$ cat config.mk
export PLATFORM = sky130hd
export DESIGN_NAME = cacheline_adaptor
export DESIGN_NICKNAME = d
export VERILOG_FILES = /design/src/rtl/cache_types.sv /design/src/rtl/rv32i_types.sv /design/src/rtl/cacheline_adaptor.sv
export SDC_FILE = /design/constraint.sdc
export NUM_CORES = 1
export LEC_CHECK = 0
export ABC_AREA = 1
export CORE_AREA = 2 2 279 281
export CTS_CLUSTER_DIAMETER = 120
export CTS_CLUSTER_SIZE = 8
export DETAILED_ROUTE_END_ITERATION = 8
export DIE_AREA = 0 0 281 283
export GPL_TIMING_DRIVEN = 0
export RECOVER_POWER = 50
export REMOVE_ABC_BUFFERS = 1
export SETUP_SLACK_MARGIN = 0.1
export SLEW_MARGIN = 20
export SYNTH_ARGS = -nofsm -noshare
export SYNTH_HDL_FRONTEND = slang
export SYNTH_SLANG_ARGS = --single-unit
$ cat constraint.sdc
create_clock -name clk -period 2.4 [get_ports clk]
set_input_delay 0.36 -clock clk [delete_from_list [all_inputs] [get_ports clk]]
set_output_delay 0.36 -clock clk [all_outputs]
set_load 0.01 [all_outputs]
$ cat src/rtl/cache_types.sv
// Cache-line and physical-memory geometry shared by the cache hierarchy.
package cache_types;

    localparam int CACHE_LINE_BITS = 256;
    localparam int PMEM_BEAT_BITS  = 64;
    localparam int BURST_BEATS     = CACHE_LINE_BITS / PMEM_BEAT_BITS;

    typedef logic [CACHE_LINE_BITS-1:0] cache_line_t;
    typedef logic [PMEM_BEAT_BITS-1:0]  pmem_beat_t;

endpackage

$ cat src/rtl/rv32i_types.sv
// Core RV32I scalar types shared across the memory hierarchy.
package rv32i_types;

    typedef logic [31:0] rv32i_word;

endpackage

$ cat src/rtl/cacheline_adaptor.sv
// Serves 256-bit line reads/writes as four-beat 64-bit bursts to physical memory,
// holding the line completion until the requester releases its request.
module cacheline_adaptor
    import rv32i_types::*;
    import cache_types::*;
#(
    parameter int BEATS = BURST_BEATS
) (
    input  logic        clk,
    input  logic        rst,
    input  rv32i_word   addr_in,
    input  logic        read_in,
    input  logic        write_in,
    input  cache_line_t wdata_in,
    output cache_line_t rdata_out,
    output logic        mem_resp_out,
    output rv32i_word   pmem_address,
    output logic        pmem_read,
    output logic        pmem_write,
    output pmem_beat_t  pmem_wdata,
    input  pmem_beat_t  pmem_rdata,
    input  logic        pmem_resp
);

    localparam logic [1:0] IDLE     = 2'd0;
    localparam logic [1:0] RD_BURST = 2'd1;
    localparam logic [1:0] WR_BURST = 2'd2;
    localparam logic [1:0] DONE     = 2'd3;

    localparam logic [1:0] LAST_BEAT = 2'(BEATS - 1);

    logic [1:0]  state;
    logic [1:0]  cnt;
    cache_line_t line_q;
    cache_line_t wline_q;
    rv32i_word   addr_q;
    logic [7:0]  beat_lsb;

    assign beat_lsb = {cnt, 6'b0};

    // A simultaneous read and write request services the read; the write is dropped.
    always_ff @(posedge clk) begin
        if (rst) begin
            state   <= IDLE;
            cnt     <= 2'd0;
            line_q  <= '0;
            wline_q <= '0;
            addr_q  <= '0;
        end else begin
            case (state)
                IDLE: begin
                    if (read_in || write_in) begin
                        state   <= read_in ? RD_BURST : WR_BURST;
                        addr_q  <= addr_in & ~32'h1F;
                        wline_q <= wdata_in;
                        cnt     <= 2'd0;
                    end
                end
                RD_BURST: begin
                    if (pmem_resp) begin
                        line_q[beat_lsb +: PMEM_BEAT_BITS] <= pmem_rdata;
                        cnt <= cnt + 2'd1;
                        if (cnt == LAST_BEAT) state <= DONE;
                    end
                end
                WR_BURST: begin
                    if (pmem_resp) begin
                        cnt <= cnt + 2'd1;
                        if (cnt == LAST_BEAT) state <= DONE;
                    end
                end
                default: begin
                    if (!read_in && !write_in) state <= IDLE;
                end
            endcase
        end
    end

    assign rdata_out    = line_q;
    assign mem_resp_out = (state == DONE);
    assign pmem_address = addr_q;
    assign pmem_read    = (state == RD_BURST);
    assign pmem_write   = (state == WR_BURST);
    assign pmem_wdata   = pmem_write ? wline_q[beat_lsb +: PMEM_BEAT_BITS] : '0;

endmodule
==> Implementation_results.wiki <==
{| class="wikitable"
! Metric !! Value
|-
| Number of nets at the end of the flow || 4166
|-
| CTS tree || yes
|-
| Mean instance size in the synthesized netlist || 7.254 µm²
|-
| Fraction of registers with async set/reset || 0%
|-
| RSZ-0062 raised after global routing || true
|-
| Biggest area contributors in the synthesized netlist || dfxtp_1 (49%), nor2_1 (15%), o21ai_0 (11%), a21oi_1 (7.2%), nand2_1 (5.1%)
|-
| Leading register cell type out of synthesis || dfxtp_1
|-
| Instance count on the critical path || 9
|-
| Die Span X || 281 µm
|-
| Post-DR vias/cell || 5.007
|-
| Area of the mapped netlist || 0.02229 mm²
|-
| Final total negative setup slack || -0.2420 ns
|-
| Critical path data required time || 2.04 ns
|-
| Number of rows in the core area || 102
|-
| I/O pins || 712
|-
| Int Power || 25.05 mW
|-
| Post-synthesis cell count || 3072
|-
| Worst path setup slack after routing || -0.08876 ns
|-
| Top cells by count, synth || nor2_1 (890), dfxtp_1 (543), o21ai_0 (476)
|-
| Class of the most critical setup path || flip-flop to output port
|-
| Met2 WL || 50890 µm
|-
| Sum of routed wire segments on met1 || 45630 µm
|-
| Max Slew Vio Count || 0
|-
| Combinational family with the most area after synthesis || simple AND/OR/NAND/NOR gates
|-
| Multiplexer share of the synthesized area || 0%
|-
| Hold path startpoint || rst
|-
| Cell family contributing the most delay on the critical path || buffers and inverters
|-
| Power per unit of standard cell area || 1199 mW/mm²
|-
| Layout overhead on the synthesized area || 58.43%
|-
| EDFF count, synth || 0
|-
| Nature of the critical path startpoint || flip-flop
|-
| Max Used Layer || met4
|-
| Outcome || finished with violations
|-
| Fraction of synthesized cell area in xor and xnor cells || 0%
|-
| Most numerous cell in the Yosys netlist || nor2_1
|-
| Standard cell core area || 0.07670 mm²
|-
| Relative contribution of sequential cells to total power || 28.1%
|-
| Compound-gate portion of the synthesized area || 18.92%
|-
| Peak fanout along the critical path || 7
|-
| Floorplan die area || 0.07952 mm²
|-
| Global-route wire length before repair || 149300 µm
|-
| Pre-CTS setup slack || -1.498 ns
|-
| First-iteration detailed-routing DRC count || 2051
|-
| Kind of capture point of the worst setup path || output port
|-
| Maximum number of pins on one net before global-route repair || 128
|-
| Maximum vdd ir drop || 0.0006892 V
|-
| Wire length on met3 || 8387 µm
|-
| Fraction of power consumed by combinational cells || 48.3%
|-
| CTS buffer count || 77
|-
| #FFs+latches synth || 543
|-
| Number of buffer cells added on primary ports || 701
|-
| Critical path cell sequence || buf_16, buf_12, buf_16, buf_12, nor2_4, nor2_2, o21ai_2, a21oi_1, buf_2
|-
| Final period utilization || 103.7%
|-
| Launching point of the worst reg2reg path || cnt[0]$_SDFFE_PP0P_
|-
| Layout Skew || 0.02315 ns
|-
| CTS H-Tree Depth || 3
|-
| Routed wire length per instance || 22.59 µm
|-
| Net switching share of the total power || 40.82%
|-
| Max stage delay cell, worst path || dfxtp_4
|-
| GRT Total Usage || 25.22%
|-
| Clock network fraction of design power || 23.6%
|-
| Worst path bufs/invs || 5
|-
| Sequential-to-total area share from yosys stat || 48.78%
|-
| Net switching power figure || 17.28 mW
|-
| Placed inst area || 0.02991 mm²
|-
| Endpoint of the worst-slack reg-to-reg timing path || rdata_out[3]$_SDFFE_PP0P_
|-
| Detailed Place HPWL || 58160 µm
|-
| Placed Cells incl. Taps || 4584
|-
| Max cap viols || 0
|-
| Maximum single-stage delay on the critical path || 0.39 ns
|-
| Arrival time of data at the critical path endpoint || 2.13 ns
|-
| Adder-cell share of the synthesized area || 0.6176%
|-
| Worst-margin pin slew || 0.9369 ns
|-
| Register-to-register setup slack || 0.04 ns
|-
| Cell count of the worst reg-to-reg path || 8
|-
| Critical path startpoint || cnt[0]$_SDFFE_PP0P_
|-
| Tmin final || 2.489 ns
|-
| Leakage || 14.38 nW
|-
| Post-detailed-route DRC marker count || 0
|-
| Normalized max-slew margin || 37.47%
|-
| DR vias || 24441
|-
| Initial antenna violation count || 33
|-
| Number of distinct library cells after synthesis || 25
|-
| Simple-Gate Fraction of Synth Area || 23.80%
|-
| Clock insertion delay at the later pin of the skew report || 0.61 ns
|-
| Number of cells in the finished layout apart from fillers || 4881
|-
| Yosys synthesis warning count || 0
|-
| Yosys top cell area share || 48.78%
|-
| Clock slew at the register clock pins of the worst setup and hold paths || 0.05 ns
|-
| Detail Route Antenna Nets || 0
|-
| Initial cell density of the core || 29.05%
|-
| Number of filler cells placed in the layout || 7665
|-
| Achievable frequency || 401.8 MHz
|-
| Gp weighted congestion || 0.8395
|-
| Final hold violations || 0
|-
| Final Routed Wirelength || 110300 µm
|-
| Sink Count || 543
|-
| Proportion of layout cells with a drive suffix above 1 || 13.22%
|-
| Chip Height || 283 µm
|-
| Library cell with the largest summed area after synthesis || dfxtp_1
|-
| Worst hold path type || input pin to flip-flop
|-
| Total setup violations reported at the end of the flow || 9
|-
| CTS Root Buffer Type || clkbuf_16
|-
| Overflow left after global routing || 0
|-
| End point of the critical path || pmem_wdata[59]
|-
| Cell area after layout || 0.03531 mm²
|-
| First-pass iteration count of the detailed router || 5
|-
| Violations in the final reports || negative setup slack
|-
| Number of global-route vias before repair || 22052
|-
| Maximum clock path buffer count || 3
|}
[cells by family (layout without fill, tap and decap cells)]
family          Yosys count  after routing
flops                   543            543
other cells               1             41
fa+ha+maj                11             11
compound gates          842            842
simple gates           1334           1347
buf+inv                 341           1057
[power by group through the flow]
| stage | registers (mW) | clock network (mW) | logic, mW |
|---|---|---|---|
| finish | 11.9 | 10.0 | 20.4 |
| global route | 12.1 | 10.5 | 21.8 |
| CTS | 11.7 | 10.2 | 18.2 |
| detailed placement | 12.1 | 0 | 13.3 |
| global placement | 11.4 | 0 | 9.21 |
| floorplan | 11.9 | 0 | 6.77 |
[worst min path at each step]
stage	end	depth (start not counted)
2_1_floorplan	rdata_out[100]$_SDFFE_PP0P_	1
3_3_place_gp	rdata_out[106]$_SDFFE_PP0P_	2
3_5_place_dp	rdata_out[113]$_SDFFE_PP0P_	2
4_1_cts	rdata_out[228]$_SDFFE_PP0P_	2
5_1_grt	rdata_out[228]$_SDFFE_PP0P_	2
6_report	rdata_out[131]$_SDFFE_PP0P_	2
[metal layers]
metal / track usage (%) / vias to the layer above
met5: 0 / -
met4: 13.56 / 0
met3: 5.055 / 250
met2: 39.96 / 1096
met1: 32.13 / 11585
li1: - / 11510
[final cells by class]
class / count / area, µm² / area share [%]
repair inverters: 6 / 70.07 / 0.1985
repair buffers: 884 / 9901 / 28.04
inverters: 81 / 429.2 / 1.216
clock inverters: 6 / 146.4 / 0.4146
diodes: 36 / 90.09 / 0.2552
flip-flops and latches: 543 / 10880 / 30.81
multi-input cells: 2205 / 10530 / 29.82
well taps: 1040 / 1301 / 3.686
clock buffers: 80 / 1959 / 5.550
[flip-flops by register name (all words and copies together), names as in the netlist]
signal        count
rdata_out       256
wline_q         256
pmem_address     27
cnt               2
state             2
[placed cells by master (no fill, tap or decap), types with 6 or more instances in the layout]
master | Yosys | routed
a21oi_1 | 322 | 310
a21oi_2 | 0 | 11
buf_12 | 0 | 31
buf_16 | 0 | 45
buf_2 | 69 | 49
buf_4 | 38 | 66
buf_6 | 32 | 30
buf_8 | 0 | 8
clkbuf_16 | 0 | 93
clkdlybuf4s50_1 | 0 | 415
dfxtp_1 | 543 | 540
diode_2 | 0 | 36
dlygate4sd3_1 | 0 | 219
inv_1 | 75 | 70
inv_16 | 0 | 6
nand2_1 | 301 | 299
nand2_4 | 4 | 6
nand3_1 | 110 | 110
nand4_1 | 20 | 20
nor2_1 | 890 | 813
nor2_2 | 2 | 41
nor2_4 | 3 | 50
o21ai_0 | 476 | 374
o21ai_1 | 43 | 117
o21ai_2 | 0 | 23
[timing repair]
action                                  CTS  global route
endpoints found under the setup margin  444           319
gates resized for setup                 470           209
hold buffers                              0             0
cloned                                   42            19
buffers inserted                         84            32
pin swaps                                61           115
hold endpoints to repair                  0             0
[through the flow]
step | util (%) | hold slack, ns | power (mW)
floorplan | - | 0.4291 | 18.67
global placement | 38.03 | 0.4514 | 20.63
detailed placement | 39.00 | 0.4543 | 25.43
CTS | 44.27 | 0.1188 | 40.07
global route | 46.02 | 0.1419 | 44.37
finish | 46.03 | 0.1486 | 42.32
Power figures use the tool's default switching activity.
